### config.mk
export PLATFORM = sky130hd
export DESIGN_NAME = lfsr_stream_ctrl
export DESIGN_NICKNAME = d
export VERILOG_FILES = /design/src/rtl/lfsr_pkg.sv /design/src/rtl/fibonacci_lfsr.sv /design/src/rtl/lfsr_stream_ctrl.sv
export SDC_FILE = /design/constraint.sdc
export NUM_CORES = 1
export LEC_CHECK = 0
export ABC_AREA = 1
export CELL_PAD_IN_SITES_DETAIL_PLACEMENT = 0
export CELL_PAD_IN_SITES_GLOBAL_PLACEMENT = 1
export CORE_MARGIN = 10
export CORE_UTILIZATION = 40
export CTS_BUF_LIST = sky130_fd_sc_hd__clkbuf_8 sky130_fd_sc_hd__clkbuf_16
export DETAILED_ROUTE_END_ITERATION = 16
export GPL_ROUTABILITY_DRIVEN = 0
export PLACE_DENSITY_LB_ADDON = 0.25
export SETUP_SLACK_MARGIN = 0.02
export SLEW_MARGIN = 20
export SYNTH_ARGS = -nofsm -noshare
export SYNTH_HDL_FRONTEND = slang
export SYNTH_SLANG_ARGS = --single-unit
### constraint.sdc
create_clock -name clk -period 5.7 [get_ports clk]
set_clock_uncertainty 0.2 [all_clocks]
set_input_delay 1.14 -clock clk [delete_from_list [all_inputs] [get_ports clk]]
set_output_delay 1.14 -clock clk [all_outputs]
set_load 0.05 [all_outputs]
### src/rtl/lfsr_pkg.sv
// Shared types and default widths for the LFSR burst streamer.
package lfsr_pkg;

  localparam int DEF_DATA_WIDTH = 8;
  localparam int DEF_LEN_WIDTH  = 16;

  typedef enum logic [2:0] {
    S_IDLE  = 3'd0,
    S_LOAD  = 3'd1,
    S_PRIME = 3'd2,
    S_SKIP  = 3'd3,
    S_RUN   = 3'd4,
    S_HOLD  = 3'd5
  } state_t;

endpackage

### src/rtl/fibonacci_lfsr.sv
// Free-running Fibonacci LFSR: shifts right, feedback (parity of state & tap)
// enters at the MSB. While resetn is low it captures din/tap and presents 1;
// the first cycle after release it presents din, then steps every cycle.
module fibonacci_lfsr #(
  parameter int W = 8
) (
  input  logic         clk,
  input  logic         resetn,
  input  logic [W-1:0] din,
  input  logic [W-1:0] tap,
  output logic [W-1:0] dout
);

  logic [W-1:0] r_state;
  logic [W-1:0] r_seed;
  logic [W-1:0] r_tap;
  logic         r_ld;

  // Load on reset, move seed into the state one cycle later, then step.
  always_ff @(posedge clk) begin
    if (!resetn) begin
      r_state <= W'(1);
      r_seed  <= din;
      r_tap   <= tap;
      r_ld    <= 1'b1;
    end else if (r_ld) begin
      r_state <= r_seed;
      r_ld    <= 1'b0;
    end else begin
      r_state <= {^(r_state & r_tap), r_state[W-1:1]};
    end
  end

  assign dout = r_state;

endmodule

### src/rtl/lfsr_stream_ctrl.sv
// Burst controller that streams LFSR words over a valid/ready interface.
// The LFSR cannot stall, so backpressure parks the word in a hold register
// and the LFSR is later reseeded from it; the SKIP state drops the duplicate
// (the reseeded LFSR first re-presents the already-accepted word).
module lfsr_stream_ctrl
  import lfsr_pkg::*;
#(
  parameter int DATA_WIDTH = DEF_DATA_WIDTH,
  parameter int LEN_WIDTH  = DEF_LEN_WIDTH
) (
  input  logic                  clk,
  input  logic                  resetn,
  input  logic                  cfg_valid,
  output logic                  cfg_ready,
  input  logic [DATA_WIDTH-1:0] cfg_seed,
  input  logic [DATA_WIDTH-1:0] cfg_tap,
  input  logic [LEN_WIDTH-1:0]  cfg_len,
  output logic                  out_valid,
  input  logic                  out_ready,
  output logic [DATA_WIDTH-1:0] out_data,
  output logic                  out_last,
  output logic                  busy,
  output logic                  done,
  output logic                  err_zero_seed
);

  state_t                r_state;
  state_t                w_state_nxt;
  logic [DATA_WIDTH-1:0] r_seed;
  logic [DATA_WIDTH-1:0] r_tap;
  logic [LEN_WIDTH-1:0]  r_len;
  logic [LEN_WIDTH-1:0]  r_cnt;
  logic [DATA_WIDTH-1:0] r_hold;
  logic                  r_resume;
  logic                  r_done;
  logic                  r_err;

  logic [DATA_WIDTH-1:0] w_dout;
  logic                  w_lfsr_rstn;
  logic                  w_valid;
  logic                  w_fire;
  logic                  w_last;
  logic                  w_done_set;
  logic                  w_err_set;

  // LFSR is loaded only in LOAD, and held in load under module reset.
  assign w_lfsr_rstn = resetn && (r_state != S_LOAD);

  fibonacci_lfsr #(.W(DATA_WIDTH)) u_lfsr (
    .clk    (clk),
    .resetn (w_lfsr_rstn),
    .din    (r_seed),
    .tap    (r_tap),
    .dout   (w_dout)
  );

  assign w_valid = (r_state == S_RUN) || (r_state == S_HOLD);
  assign w_fire  = w_valid && out_ready;
  assign w_last  = (r_cnt == r_len - LEN_WIDTH'(1));

  // State register.
  always_ff @(posedge clk) begin
    if (!resetn) r_state <= S_IDLE;
    else         r_state <= w_state_nxt;
  end

  // Next-state and one-cycle event decode.
  always_comb begin
    w_state_nxt = r_state;
    w_done_set  = 1'b0;
    w_err_set   = 1'b0;
    unique case (r_state)
      S_IDLE: begin
        if (cfg_valid) begin
          if (cfg_seed == '0)     w_err_set   = 1'b1;
          else if (cfg_len == '0) w_done_set  = 1'b1;
          else                    w_state_nxt = S_LOAD;
        end
      end
      S_LOAD:  w_state_nxt = S_PRIME;
      S_PRIME: w_state_nxt = r_resume ? S_SKIP : S_RUN;
      S_SKIP:  w_state_nxt = S_RUN;
      S_RUN: begin
        if (!out_ready) w_state_nxt = S_HOLD;
        else if (w_last) begin
          w_state_nxt = S_IDLE;
          w_done_set  = 1'b1;
        end
      end
      S_HOLD: begin
        if (out_ready) begin
          if (w_last) begin
            w_state_nxt = S_IDLE;
            w_done_set  = 1'b1;
          end else begin
            w_state_nxt = S_LOAD;
          end
        end
      end
      default: w_state_nxt = S_IDLE;
    endcase
  end

  // Config latch, word counter, hold register and event pulses.
  always_ff @(posedge clk) begin
    if (!resetn) begin
      r_seed   <= '0;
      r_tap    <= '0;
      r_len    <= '0;
      r_cnt    <= '0;
      r_hold   <= '0;
      r_resume <= 1'b0;
      r_done   <= 1'b0;
      r_err    <= 1'b0;
    end else begin
      r_done <= w_done_set;
      r_err  <= w_err_set;
      if (r_state == S_IDLE && cfg_valid) begin
        r_seed   <= cfg_seed;
        r_tap    <= cfg_tap;
        r_len    <= cfg_len;
        r_cnt    <= '0;
        r_resume <= 1'b0;
      end
      if (r_state == S_RUN && !out_ready) r_hold <= w_dout;
      if (w_fire) r_cnt <= r_cnt + LEN_WIDTH'(1);
      if (r_state == S_HOLD && out_ready && !w_last) begin
        r_seed   <= r_hold;
        r_resume <= 1'b1;
      end
    end
  end

  // All outputs read as zero while reset is asserted.
  assign out_valid     = resetn && w_valid;
  assign out_data      = !out_valid ? '0 : (r_state == S_HOLD) ? r_hold : w_dout;
  assign out_last      = out_valid && w_last;
  assign busy          = resetn && (r_state != S_IDLE);
  assign cfg_ready     = resetn && (r_state == S_IDLE);
  assign done          = resetn && r_done;
  assign err_zero_seed = resetn && r_err;

endmodule

==> impl_metrics.csv, run 1 <==
group,metric,value,unit
status,outcome,"finished, final reports clean",
routing,firstDrtPassIters,4,
floorplanning,die_area,0.0163,mm^2
run,drv_cap,0,
clock_network,cts_hold_buffers,0,
synthesis,synth_edf_count,16,
hold_path,holdCritPathClass,"reg -> reg",
routing,avgRoutedWirePerCell,13.8,um
routing,ant_nets,0,
critical_path,cp.required,4.36,ns
routing,drt_wl_total,11900,um
synthesis,synthCells,668,
pwr,cellPowerDensity,357,mW/mm^2
pwr,p_leak,2.34,nW
floorplanning,die_height,127,um
sta,worst_pin_slew,0.875,ns
placed_design,dpl_cell_area,0.00533,mm^2
sta,drv_slew,0,
synthesis,async_flop_share,0,%
critical_path,reg2reg_slack,3.12,ns
critical_path,critPathMaxStageDelay,0.47,ns
critical_path,worst_setup_path_end_kind,"primary output",
placed_design,port_buffers,49,
critical_path,start_kind,"primary input",
clock_network,cts.path.max_buffers,2,
global_route,grt.total_usage,14.6,%
synthesis,synth_area_leaders,"dfxtp_1 31%, nand2_1 16%, edfxtp_1 10%",
global_route,overflow,0,
finish,nets,749,
global_route,grt_first_pass_wirelength,19300,um
clock_network,htreeDepth,3,
sta,period_minus_slack,4.48,ns
sta,fmaxAchievable,0.223,GHz
clock_network,clk_pin_slew_worst_paths,0.07,ns
floorplanning,core,0.0114,mm^2
synthesis,yosysTopAreaCell,"dfxtp_1",
critical_path,critPathMaxFanout,32,
synthesis,synth_top_cell_area_share,30.8,%
finish,drive_gt1_share,8.66,%
critical_path,cpMaxStageDelayCell,"clkdlybuf4s50_1",
floorplanning,start_util,40.6,%
clock_network,clkSinkCount,87,
routing,vias_per_cell,4.91,
sta,hold_violations,0,
critical_path,critical_path_arrival,3.14,ns
synthesis,syn_area,0.00462,mm^2
floorplanning,rows,39,
floorplanning,boundaryPins,50,
critical_path,critical_path_class,"in -> out",
synthesis,synth-seq-cells,87,
finish,diodes,0,
clock_network,cts_tree,"done",
clock_network,postCtsSetupBuffers,0,
clock_network,clk_latency,0.35,ns
synthesis,synth-seq-area-share,41.2,%
clock_network,numCtsBuffers,9,
critical_path,cp_cell_sequence,"clkdlybuf4s50_1, inv_1, buf_4, nor2_1, clkinv_1, nor3_1, buf_12",
finish,syn2layout_area_growth,21.5,%
synthesis,yosys_warnings,0,
sta,fin_tns_setup,0,ns
routing,vias,4219,
sta,slew_headroom,41.5,%
routing,drc_errors,0,
synthesis,syn_area_per_cell,6.92,um^2
synthesis,ys.flop_type,"dfxtp_1",
placed_design,hpwl,8920,um
clock_network,cts_root_buf,"clkbuf_16",
finish,final_cell_mix,"192 x nand2_1, 83 x inv_1, 71 x dfxtp_1",
routing,drt_iter0_markers,336,
global_route,antenna_found_initial,0,
finish,fin_area,0.00561,mm^2
floorplanning,die_width,127,um
sta,rsz0062_at_grt,"no",
pwr,peakVddDrop,0.000211,V
sta,min_period_over_period,78.6,%
synthesis,synth_fp_nets,706,
global_route,grt_max_degree,37,
clock_network,cts_resized,0,
global_route,grt_pass1_vias,4012,
synthesis,ys_types,36,
finish,final_common_cell,"nand2_1",
sta,setup_viol,0,
## area by class of cell
| type | instances | area, um^2 |
|---|---|---|
| clock inverter | 7 | 62.6 |
| multi-input combinational | 473 | 2310 |
| fill | 1194 | 5760 |
| inverter | 88 | 330 |
| timing repair buffer | 52 | 608 |
| tap | 143 | 179 |
| sequential | 87 | 1900 |
| clock buffer | 9 | 225 |
## layer usage
| metal | wire [um] | vias to the layer above | track usage, % | share of wire, % |
|---|---|---|---|---|
| met5 | 0 | - | 0 | 0 |
| met4 | 232 | 0 | 5.96 | 2.0 |
| met3 | 412 | 17 | 3.10 | 3.5 |
| met2 | 6050 | 65 | 25.7 | 51 |
| met1 | 5160 | 1925 | 16.8 | 43 |
| li1 | - | 2212 | - | - |
## sequential cells by signal, summed over array words and instances (netlist names)
| register | count |
|---|---|
| r_cnt | 16 |
| r_done | 1 |
| r_err | 1 |
| r_hold | 8 |
| r_len | 16 |
| r_resume | 1 |
| r_seed | 8 |
| r_state | 3 |
| r_tap | 8 |
| u_lfsr.dout | 8 |
| u_lfsr.r_ld | 1 |
| u_lfsr.r_seed | 8 |
| u_lfsr.r_tap | 8 |
## report_power, final
part           internal (mW)  switching (mW)
combinational          0.227           0.405
sequential             0.727          0.0703
clock                  0.306           0.268
## critical path: cells and delay by family
family | cells | cell delay, ns
AND/OR/NAND/NOR | 2 | 0.73
buffers and inverters | 5 | 1.27
## cells by family after synthesis
group	after synthesis	share of synthesized area, %
xor gates and xnor gates	24	4.71
AOI/OAI and AO/OA	97	11.1
and+or+nand+nor	350	33.5
DFF	87	41.2
adders and majority gates	2	0.541
buffers and inverters	108	8.94
## synthesized netlist by cell type (2+ instances only)
cell type and instances:
clkinv_1 2, nand2_4 3, or2_2 7, nor2_8 2, and2_1 2, nor4_1 4, xnor2_1 14, xor2_1 9
nand3_1 34, nand3b_1 8, nand2_2 4, nand2_1 192, ha_1 2, a221oi_1 2, nor2_2 9, nor2_1 70
a21oi_1 61, a31oi_1 2, a211oi_1 4, inv_1 83, edfxtp_1 16, clkbuf_1 18, inv_2 3, nor3_1 9
nand4_1 3, dfxtp_1 71, o21ai_0 25
## metrics by stage
stage / worst slack (ns) / hold WS (ns) / util, % / std cells / total power, mW
floorplan: 0.534 / 0.208 / - / 668 / 1.27
global placement: 1.25 / 0.217 / 46.8 / 843 / 1.44
detailed placement: 1.18 / 0.217 / 46.8 / 843 / 1.45
CTS: 1.18 / 0.234 / 49.4 / 859 / 2.03
global route: 1.07 / 0.240 / 49.4 / 859 / 2.14
finish: 1.22 / 0.228 / 49.4 / 859 / 2.00
## worst paths after layout
check	from	endpoint	cells after the start
setup / recovery	resetn	out_last	7
hold / removal	r_seed[1]$_SDFFE_PN0P_	u_lfsr.r_seed[1]$_DFFE_PN_	0
setup reg to reg	r_state[0]$_SDFFE_PN0P_	r_cnt[10]$_SDFFE_PN0P_	7
hold reg to reg	r_seed[1]$_SDFFE_PN0P_	u_lfsr.r_seed[1]$_DFFE_PN_	0
(Power assumes the default switching activity.)
==> inputs of run 2 (changes only) <==
CORE_UTILIZATION = 37   (was 40)
clock period = 3.87 ns   (was 5.7 ns; I/O delays follow)
==> run 2 against run 1 <==
Net effect:
- non-clock buffer count grew 3
- critical endpoint unchanged
- design area grew 2.9%
- critical path type is now reg -> out
- largest power group unchanged
- first-iteration DRC count down 32%
- die area rose by 6.8%
==> impl_metrics.csv, run 2 (synthesis gave the netlist of run 1 again) <==
group,metric,value,unit
status,outcome,"finished, final reports clean",
finish,diodes,0,
sta,fmaxAchievable,0.294,GHz
finish,top_regs,"r_cnt: 16 flops, r_len: 16 flops",
critical_path,cp-endpoint,"out_last",
routing,firstDrtPassIters,4,
global_route,grt_max_degree,49,
critical_path,worst_setup_path_end_kind,"primary output",
routing,drc_errors,0,
floorplanning,boundaryPins,50,
finish,stdcell_count,887,
floorplanning,core,0.0121,mm^2
critical_path,timing.rr.end,"r_seed[3]$_SDFFE_PN0P_",
routing,drt_wl_total,11900,um
floorplanning,die_height,132,um
placed_design,port_buffers,49,
hold_path,holdCritPathClass,"reg -> reg",
finish,drive_gt1_share,10.7,%
pwr,peakVddDrop,0.000175,V
critical_path,critPathMaxFanout,5,
sta,worst_pin_slew,0.865,ns
clock_network,cts_tree,"done",
floorplanning,start_util,38.2,%
global_route,grt_pass1_vias,3770,
routing,vias_per_cell,4.71,
pwr,p_leak,2.38,nW
pwr,power.share.switching,35.9,%
pwr,intPower,1.94,mW
clock_network,clk_latency,0.34,ns
clock_network,cts_hold_buffers,0,
floorplanning,die_area,0.0174,mm^2
critical_path,reg2reg_slack,1.29,ns
pwr,p_seq_share,38.7,%
routing,ant_nets,0,
sta,setup_viol,0,
floorplanning,rows,40,
routing,drt_iter0_markers,228,
sta,fin_tns_setup,0,ns
sta,fin_ws,0.469,ns
clock_network,clkSinkCount,87,
sta,rsz0062_at_grt,"no",
critical_path,critical_path_class,"reg -> out",
sta,hold_violations,0,
global_route,grt.total_usage,13.5,%
clock_network,clk_pin_slew_worst_paths,0.07,ns
finish,final_util,47.7,%
critical_path,r2r_start,"r_len[0]$_SDFFE_PN0P_",
critical_path,rr_worst_depth,16,
sta,min_period_over_period,87.9,%
sta,slew_headroom,42.2,%
critical_path,start_kind,"register",
sta,period_minus_slack,3.40,ns
critical_path,critical_path_arrival,2.43,ns
clock_network,postCtsSetupBuffers,0,
hold_path,hold-path-cell-count,0,
critical_path,crit_path_start,"r_len[0]$_SDFFE_PN0P_",
pwr,cellPowerDensity,524,mW/mm^2
placed_design,hpwl,9050,um
pwr,switchingPower,1.09,mW
global_route,overflow,0,
clock_network,cts.path.max_buffers,2,
clock_network,cts_root_buf,"clkbuf_16",
floorplanning,die_width,132,um
clock_network,cts_resized,0,
routing,avgRoutedWirePerCell,13.5,um
global_route,antenna_found_initial,0,
clock_network,numCtsBuffers,9,
placed_design,place_ws,0.523,ns
critical_path,cp.required,2.90,ns
finish,final_cell_mix,"192 x nand2_1, 83 x inv_1, 71 x dfxtp_1",
global_route,grt_first_pass_wirelength,19200,um
clock_network,htreeDepth,3,
placed_design,dp.cells,871,
pwr,combPwrFrac,32.1,%
finish,nets,752,
sta,drv_slew,0,
run,drv_cap,0,
finish,syn2layout_area_growth,25.0,%
routing,vias,4179,
finish,final_common_cell,"nand2_1",
pwr,p_clk_share,29.3,%
## run 2: cell count changes in the layout (fill, tap and decap cells not counted), sizes merged
cell           before  now
buf                15   20
inv                91   87
clkbuf              9   12
clkdlybuf4s50      37   35
clkinv              4    5
## run 2: metrics by stage
step           instance area, um^2  power, mW  hold WS, ns
2_1_floorplan                 4660       1.88        0.208
3_5_place_dp                  5460       2.16        0.213
4_1_cts                       5770       3.06        0.229
3_3_place_gp                  5460       2.15        0.211
5_1_grt                       5770       3.22        0.238
6_report                      5770       3.03        0.230
## run 2: worst min path at each step
| stage | start | end |
|---|---|---|
| after floorplan | r_seed[0]$_SDFFE_PN0P_ | u_lfsr.r_seed[0]$_DFFE_PN_ |
| after global placement | r_seed[5]$_SDFFE_PN0P_ | u_lfsr.r_seed[5]$_DFFE_PN_ |
| after detailed placement | r_seed[7]$_SDFFE_PN0P_ | u_lfsr.r_seed[7]$_DFFE_PN_ |
| after CTS | r_seed[7]$_SDFFE_PN0P_ | u_lfsr.r_seed[7]$_DFFE_PN_ |
| after global routing | r_seed[6]$_SDFFE_PN0P_ | u_lfsr.r_seed[6]$_DFFE_PN_ |
| final | r_seed[7]$_SDFFE_PN0P_ | u_lfsr.r_seed[7]$_DFFE_PN_ |
## run 2: area by class of cell
cell class	count	area, um^2
clock inverters	4	35.0
flip-flops and latches	87	1900
repair buffers	55	676
fillers	1244	6340
well taps	168	210
clock buffers	12	278
inverters	88	330
multi-input cells	473	2340
## run 2: metal layers
layer | vias to the layer above | track usage, % | routed length (um)
met4 | 0 | 4.88 | 94
met2 | 78 | 19.1 | 5050
met1 | 1881 | 19.3 | 6220
met5 | - | 0 | 0
met3 | 4 | 3.35 | 576
li1 | 2216 | - | -
## run 2: power by group through the flow
stage          registers (mW)  logic, mW  clock network (mW)
2_1_floorplan            1.15      0.725                   0
3_3_place_gp             1.19      0.962                   0
3_5_place_dp             1.19      0.974                   0
4_1_cts                  1.17      0.977               0.913
5_1_grt                  1.19       1.09               0.948
6_report                 1.17      0.970               0.885
## run 2: critical path, stage by stage (launching register included)
cell and delay, ns:
dfxtp_1 0.34, inv_2 0.10, ha_1 0.24, nand2_1 0.12, nor2_2 0.21, nand3_1 0.11
nand3_1 0.14, o21ai_0 0.10, nor2_1 0.10, nand3_1 0.21, nor3_2 0.25, buf_12 0.17
==> inputs of run 3 (changes only) <==
PLACE_DENSITY = 0.8   (was default)
PLACE_DENSITY_LB_ADDON = default   (was 0.25)
SLEW_MARGIN = default   (was 20)
==> run 3 against run 2 <==
Net effect:
- cell count shrank 0.23%
- non-clock buffer count shrank 2
- sequential share of layout area grew 0.16 points
- maximum frequency grew 0.78%
- setup slack gained 0.026 ns
- total power shrank 0.83%
- critical endpoint unchanged
- largest cell class unchanged
- highest routed layer unchanged
==> impl_metrics.csv, run 3 (synthesis gave the netlist of run 1 again) <==
group,metric,value,unit
status,outcome,"finished, final reports clean",
sta,fin_tns_setup,0,ns
sta,setup_viol,0,
sta,worst_pin_slew,0.923,ns
global_route,grt_first_pass_wirelength,19600,um
routing,vias_per_cell,4.84,
floorplanning,rows,40,
pwr,cellPowerDensity,522,mW/mm^2
pwr,p_clk_share,28.5,%
floorplanning,core,0.0121,mm^2
critical_path,start_kind,"primary input",
pwr,p_leak,2.37,nW
floorplanning,die_width,132,um
clock_network,cts_hold_buffers,0,
finish,nets,750,
finish,final_common_cell,"nand2_1",
clock_network,htreeDepth,3,
floorplanning,die_height,132,um
routing,firstDrtPassIters,7,
clock_network,cts.path.max_buffers,2,
global_route,overflow,0,
placed_design,port_buffers,49,
pwr,power.share.switching,36.5,%
global_route,grt_max_degree,58,
finish,syn2layout_area_growth,24.4,%
routing,vias,4284,
clock_network,postCtsSetupBuffers,0,
placed_design,place_ws,0.473,ns
clock_network,clk_latency,0.33,ns
placed_design,hpwl,8920,um
run,drv_cap,0,
finish,top_regs,"r_cnt: 16 flops, r_len: 16 flops",
pwr,p_seq_share,39.0,%
global_route,grt_pass1_vias,3910,
placed_design,dp.cells,869,
floorplanning,start_util,38.2,%
clock_network,numCtsBuffers,9,
global_route,antenna_found_initial,0,
clock_network,cts_root_buf,"clkbuf_16",
sta,min_period_over_period,87.2,%
routing,drt_wl_total,11800,um
global_route,grt.total_usage,13.6,%
routing,drc_errors,0,
clock_network,cts_tree,"done",
routing,drt_iter0_markers,363,
critical_path,critPathMaxFanout,9,
floorplanning,boundaryPins,50,
sta,fmaxAchievable,0.296,GHz
sta,hold_violations,0,
floorplanning,die_area,0.0174,mm^2
sta,slew_headroom,38.3,%
finish,stdcell_count,885,
finish,diodes,0,
sta,fin_ws,0.495,ns
sta,period_minus_slack,3.37,ns
critical_path,worst_setup_path_end_kind,"primary output",
pwr,intPower,1.90,mW
critical_path,cp.required,2.90,ns
sta,rsz0062_at_grt,"no",
pwr,switchingPower,1.10,mW
finish,drive_gt1_share,10.5,%
clock_network,clkSinkCount,87,
clock_network,cts_resized,0,
routing,ant_nets,0,
pwr,peakVddDrop,0.000221,V
sta,drv_slew,0,
clock_network,clk_pin_slew_worst_paths,0.06,ns
critical_path,critical_path_class,"in -> out",
hold_path,holdCritPathClass,"reg -> reg",
finish,final_cell_mix,"192 x nand2_1, 83 x inv_1, 71 x dfxtp_1",
routing,avgRoutedWirePerCell,13.4,um
critical_path,critical_path_arrival,2.40,ns
pwr,combPwrFrac,32.5,%
-- run 3: cell count changes in the layout (fill, tap and decap cells not counted), sizes merged --
cell      before  now
buf           20   18
clkbuf        12   10
inv           87   89
clkinv         5    4
clkinvlp       0    1
-- run 3: routing by layer --
metal,GRT usage [%],wire length [um],vias to the layer above
met4,3.83,74,0
met1,18.7,5940,1953
li1,-,-,2211
met5,0,0,-
met2,20.8,5230,114
met3,2.93,591,6
-- run 3: cell type report --
type / instances / area, um^2
fill: 1247 / 6360
timing repair buffer: 53 / 661
multi-input combinational: 473 / 2340
sequential: 87 / 1900
clock buffer: 10 / 250
tap: 168 / 210
clock inverter: 6 / 50.0
inverter: 88 / 330
-- run 3: power groups by stage --
stage / combinational (mW) / clock (mW) / sequential [mW]
finish: 0.974 / 0.856 / 1.17
detailed placement: 0.968 / 0 / 1.19
global placement: 0.947 / 0 / 1.19
CTS: 0.973 / 0.878 / 1.17
global route: 1.10 / 0.916 / 1.19
floorplan: 0.725 / 0 / 1.15
-- run 3: worst paths after layout --
kind                         start                   endpoint  slack, ns  cells past startpoint
max                         resetn                   out_last       0.50                      6
max reg2reg  r_len[0]$_SDFFE_PN0P_     r_seed[3]$_SDFFE_PN0P_       1.28                     15
min          r_tap[3]$_SDFFE_PN0P_  u_lfsr.r_tap[3]$_DFFE_PN_       0.23                      0
min reg2reg  r_tap[3]$_SDFFE_PN0P_  u_lfsr.r_tap[3]$_DFFE_PN_       0.23                      0
-- run 3: critical path, cell delays in order --
cell	delay, ns
clkdlybuf4s50_1	0.48
inv_1	0.06
nor2_2	0.20
clkinv_1	0.36
nor3_2	0.35
buf_12	0.17
-- run 3: stage by stage --
step	instance area [um^2]	total power [mW]	util (%)	hold slack, ns
final	5750	3.00	47.4	0.232
after global routing	5750	3.20	47.4	0.246
after CTS	5750	3.02	47.4	0.235
after detailed placement	5450	2.16	45.0	0.215
after global placement	5450	2.13	45.0	0.213
after floorplan	4660	1.88	-	0.208
